===== config.mk =====
export PLATFORM = sky130hd
export DESIGN_NAME = pc_unit
export DESIGN_NICKNAME = d
export VERILOG_FILES = /design/src/rtl/pc_unit.sv
export SDC_FILE = /design/constraint.sdc
export NUM_CORES = 1
export LEC_CHECK = 0
export CAP_MARGIN = 20
export CORE_ASPECT_RATIO = 1.1
export CORE_UTILIZATION = 40
export DETAILED_ROUTE_END_ITERATION = 8
export GPL_ROUTABILITY_DRIVEN = 0
export PLACE_DENSITY = 0.76
export SYNTH_ARGS = -nofsm -noshare
export SYNTH_HDL_FRONTEND = slang
export SYNTH_SLANG_ARGS = --single-unit

===== constraint.sdc =====
create_clock -name clk -period 2.82 [get_ports clk]
set_input_delay 0.564 -clock clk [delete_from_list [all_inputs] [get_ports clk]]
set_output_delay 0.564 -clock clk [all_outputs]
set_load 0.02 [all_outputs]

===== src/rtl/pc_unit.sv =====
// pc_unit: fetch program counter for the pipelined MIPS core.
// Selects the next PC from exception entry, eret return, branch/jump redirect,
// or sequential increment. While stalled, a redirect is parked in a one-entry
// pending buffer and applied once the stall clears. adel flags fetch-address
// faults for CP0, which answers with exc_req.
module pc_unit #(
  parameter int unsigned       WIDTH        = 32,
  parameter logic [WIDTH-1:0]  RESET_VECTOR = 32'h0000_3000,
  parameter logic [WIDTH-1:0]  EXC_VECTOR   = 32'h0000_4180,
  parameter logic [WIDTH-1:0]  IMEM_BASE    = 32'h0000_3000,
  parameter logic [WIDTH-1:0]  IMEM_LIMIT   = 32'h0000_6FFC,
  parameter logic [WIDTH-1:0]  STEP         = 32'd4
) (
  input  logic             clk,
  input  logic             reset,
  input  logic             stall,
  input  logic             redir_valid,
  input  logic [WIDTH-1:0] redir_target,
  input  logic             exc_req,
  input  logic             eret_req,
  input  logic [WIDTH-1:0] epc,
  output logic [WIDTH-1:0] pc,
  output logic [WIDTH-1:0] pc_plus_step,
  output logic             pend_valid,
  output logic             adel
);

  logic [WIDTH-1:0] pc_q, pc_d;
  logic             pend_valid_q, pend_valid_d;
  logic [WIDTH-1:0] pend_target_q, pend_target_d;

  // Sequential successor; wraps modulo 2^WIDTH, adel reports any fault.
  assign pc_plus_step = pc_q + STEP;

  // Next-state selection in strict priority order: exception, eret,
  // stall (capturing any redirect), live redirect, pending redirect, increment.
  always_comb begin
    // NOTE: every signal driven here gets a default first so no path leaves
    // it unassigned; otherwise synthesis infers a latch.
    pc_d          = pc_plus_step;
    pend_valid_d  = pend_valid_q;
    pend_target_d = pend_target_q;

    if (exc_req) begin
      pc_d         = EXC_VECTOR;
      pend_valid_d = 1'b0;
    end else if (eret_req) begin
      pc_d         = epc;
      pend_valid_d = 1'b0;
    end else if (stall) begin
      pc_d = pc_q;
      if (redir_valid) begin
        // A newer redirect replaces an older buffered one.
        pend_valid_d  = 1'b1;
        pend_target_d = redir_target;
      end
    end else if (redir_valid) begin
      // A live redirect is younger than anything buffered, so it wins.
      pc_d         = redir_target;
      pend_valid_d = 1'b0;
    end else if (pend_valid_q) begin
      pc_d         = pend_target_q;
      pend_valid_d = 1'b0;
    end
  end

  // State registers with synchronous active-high reset; reset discards
  // any pending redirect.
  always_ff @(posedge clk) begin
    // NOTE: sequential state uses non-blocking assignments so every register
    // samples the pre-edge values, independent of statement order.
    if (reset) begin
      pc_q          <= RESET_VECTOR;
      pend_valid_q  <= 1'b0;
      pend_target_q <= '0;
    end else begin
      pc_q          <= pc_d;
      pend_valid_q  <= pend_valid_d;
      pend_target_q <= pend_target_d;
    end
  end

  assign pc         = pc_q;
  assign pend_valid = pend_valid_q;

  // Fetch-address fault: misaligned word or outside instruction memory.
  assign adel = (pc_q[1:0] != 2'b00) || (pc_q < IMEM_BASE) || (pc_q > IMEM_LIMIT);

endmodule


======== Word-level counts from Yosys, hierarchy flattened ========
Cells that the tools add are included.
word-level totals
  register bits after elaboration ......... 65
  bits in latches ......................... 0
  bits in writable memories ............... 0
  memory bits (read-only) ................. 0
  output and inout bits ................... 66
  memories ................................ 0
cells by class
  $add $sub $neg .......................... 1
  multiply operators ...................... 0
  div/mod/pow operators ................... 0
  magnitude comparators ................... 2
  equal/unequal tests ..................... 2
  shifts and indexed selects .............. 0
  mux-type cells .......................... 5
  bitwise gates (word level) .............. 3
  reductions and logical operators ........ 6
operators with widths
  cell                     count
  $mux W32                 4
  $add A32 B3 Y32 const B  1
  $gt A32 B15 Y1 const B   1
  $lt A32 B14 Y1 const B   1
  $mux W15                 1
  $reduce_and A4 Y1        1
  $reduce_or A4 Y1         1
  $ne A3 B1 Y1 const B     1
  $not A1 Y1               3
  $logic_or A1 B1 Y1       2
  $ne A2 B1 Y1 const B     1
  $reduce_bool A2 Y1       1
  $reduce_or A2 Y1         1

======== Longest topological paths before layout ========
  word-level depth ........................ 6
  gate-level depth with buffers ........... 7

======== Worst setup path after synthesis ========
OpenSTA, ideal clock, no wires.
  kind .................................... register to output
  start ................................... reg pc_q[3], in the netlist pc[3]
  end ..................................... out pc_plus_step[28]
  arrival time ............................ 1.808 ns
  slack ................................... 0.448 ns
  cell stages (with the launch flop) ...... 6
  buffers on the path ..................... 0
  cell sequence ........................... dfxtp_1 > ha_1 > and3_1 > nand2_1 > nor4_4 > xor2_1
on the way
  longest elaborated chain between the ends .. 1
RTL lines
  what                    RTL line  RTL
  start, declared         28        logic [WIDTH-1:0] pc_q, pc_d;
  start signal, assigned  77        pc_q <= pc_d;
  $add A32 B3 Y32         33        assign pc_plus_step = pc_q + STEP;
  end, declared           23        output logic [WIDTH-1:0] pc_plus_step,
No other way between the ends.

======== Final worst setup path ========
  start ................................... reg pc_q[9], in the netlist pc[9]
  end ..................................... out pc_plus_step[21]
The elaborated chain is that of the path after synthesis.

==> flow_summary.json <==
{
  "outcome": "finished, final reports clean",
  "p_leak_nw": 2.27,
  "synth-adder-area-share": 0.00315,
  "seq_area_frac_synth": 0.327,
  "post_drt_wl_per_cell_um": 19.0,
  "max_freq_mhz": 366,
  "synth.avg_cell_area_sq_um": 7.54,
  "place_inst": 776,
  "antenna_left": 0,
  "grt_pass1_wl_um": 23200,
  "crit_type": "register to output pin",
  "initial_core_util": 0.419,
  "arrival_ns": 2.16,
  "vdd_drop_max_uv": 243,
  "cts.sinks": 65,
  "skew_ns": 0.0108,
  "insertion_delay_ns": 0.35,
  "setup_violations": 0,
  "power.density_nw_per_um2": 427,
  "rows": 37,
  "yosysUniqueCellTypes": 61,
  "instances_no_fill": 792,
  "synth_async_sr_flop_share": 0,
  "internal_power_w": 0.00175,
  "drt_iter0_drc": 463,
  "cts.clk_slew.worst_paths_ns": 0.08,
  "cp_max_fo": 6,
  "holdCritPathClass": "register to register",
  "setup_tns_ns": 0,
  "drt_first_pass_iters": 6,
  "p_seq_frac": 0.395,
  "syn_nets": 598,
  "final.min_clock_period_ns": 2.73,
  "synth_common_cells": "nand2_1 (99), dfxtp_1 (65), a21oi_1 (43), nor2_1 (43), clkbuf_1 (21)",
  "synth_compound_area_frac": 0.252,
  "synth_area_sq_um": 3970,
  "viasPerCell": 6.07,
  "fin_nets": 742,
  "yosysMostFrequentCell": "nand2_1",
  "ys_seq_elements": 65,
  "gr-total-overflow": 0,
  "synth_top_family_by_area": "simple AND/OR/NAND/NOR gates",
  "hold_viol": 0,
  "fin_crit_sh": 0.968,
  "drt_wl_total_um": 15000,
  "synth-edff-count": 0,
  "synth-simple-area-share": 0.285,
  "cts_tree": "built",
  "clock_path_buffers": 2,
  "rr_worst_depth": 7,
  "port_buffers": 135,
  "fp.dieW_um": 97.0,
  "synth.area.mux_share": 0.0151,
  "core_sq_um": 9490,
  "die_y_um": 107,
  "via_count": 4804,
  "p_clk_frac": 0.361,
  "ys_warn_count": 0,
  "cp-end-kind": "output pin",
  "hpwl_um": 11200,
  "cts_max_level": 3,
  "p_switching_w": 0.000738,
  "area_delta_synth_final_pct": 46.8,
  "cts_hold_buf": 0,
  "max_slew.worst_pin.slew_ns": 0.695,
  "synth_top_flop_cell": "dfxtp_1",
  "die_area_sq_um": 10300,
  "switching_share": 0.296,
  "antenna_found_initial": 0,
  "drive_above_1_share": 0.139,
  "relSlewSlack": 0.535,
  "synthDominantCellAreaShare": 0.327,
  "syn_inst": 527,
  "grt_pass1_vias": 4305,
  "holdPathStages": 2,
  "clock-root-buffer": "clkbuf_8",
  "n_antenna_cell": 0,
  "fillers": 846,
  "cp.required_ns": 2.26,
  "cp-start-kind": "register",
  "drc": 0,
  "grt_max_degree": 41,
  "synth_area_leaders": "dfxtp_1 (33%), nand2_1 (9.4%), a21oi_1 (5.4%)",
  "synth_top_cell_by_area": "dfxtp_1",
  "synth_xor_area_frac": 0.0617,
  "power_frac_comb": 0.244,
  "ioPinCount": 136,
  "slew_violations": 0,
  "grt_usage": 0.286,
  "cts_buffers": 9,
  "rsz0062_at_grt": "no",
  "max-cap-violations": 0
}
final cells by class:
class	instances	area (sq um)	share of cell area
clock buffer	10	138	0.0236
clock inverter	5	80.1	0.0137
inverter	7	26.3	0.00450
multi-input combinational	412	2510	0.430
sequential	65	1300	0.223
tap	117	146	0.0251
timing repair buffer	176	1630	0.280
worst max-delay path, cell delays in order (launching register included):
cell and delay (ns):
dfxtp_1 0.35, buf_4 0.16, nand3_1 0.19, nor3_2 0.34
and3_1 0.29, xor2_1 0.14, dlygate4sd2_1 0.34
power by group through the flow:
stage / Combinational, W / Clock, W / Sequential [W]
3_5_place_dp: 0.000606 / 0 / 0.00100
5_1_grt: 0.000635 / 0.000949 / 0.000989
6_report: 0.000607 / 0.000900 / 0.000985
2_1_floorplan: 0.000249 / 0 / 0.00104
4_1_cts: 0.000599 / 0.000898 / 0.000983
3_3_place_gp: 0.000602 / 0 / 0.00100
kinds of logic (layout without fill, tap and decap cells):
kind of cell    after synthesis  in the layout
compound gates              146            146
flops                        65             65
mux                           6              6
simple gates                231            231
xor+xnor                     28             28
fa+ha+maj                     1              1
buf+inv                      50            198
what timing repair did:
action                                  CTS  global route
hold endpoints to repair                  0             0
pin swaps                                 1             0
endpoints found under the setup margin   22             7
gates resized for setup                  33            14
setup buffers                             1             0
registers in the layout (all words and copies together), names as in the netlist, named ones only:
name and count:
pend_target_q 32, pc 30, pend_valid 1
per-layer routing:
layer | vias to the layer above | global-route usage | wire, um
li1 | 2197 | - | -
met1 | 2230 | 0.371 | 5940
met2 | 326 | 0.453 | 7020
met3 | 51 | 0.0644 | 1510
met4 | 0 | 0.122 | 568
met5 | - | 0 | 0
cells in the final DEF (no fill, tap or decap), types with 16 or more instances in the layout:
cell type and n:
dfxtp_1 64, o21ai_0 19, nand2_1 98, nand3_1 16, dlygate4sd2_1 16, a21oi_1 43
buf_4 40, nor2_1 42, clkdlybuf4s50_1 110
per-stage QoR:
step,setup WS (ns),cell area [sq um],util,total power (W),hold slack (ns)
after floorplan,0.448,3970,-,0.00129,0.431
after global placement,0.155,5590,0.589,0.00160,0.440
after detailed placement,0.0670,5590,0.589,0.00161,0.448
after CTS,0.0292,5830,0.615,0.00248,0.457
after global routing,0.00503,5830,0.615,0.00257,0.480
final,0.0911,5830,0.615,0.00249,0.455
path summary, 6_finish.rpt:
path                                   startpoint                 to  slack (ns)
worst max-delay path                        pc[9]   pc_plus_step[21]        0.09
worst min-delay path            pend_target_q[12]  pend_target_q[12]        0.46
worst max register to register              pc[3]              pc[8]        0.91
worst min register to register  pend_target_q[12]  pend_target_q[12]        0.46
Power figures use the tool's default switching activity.
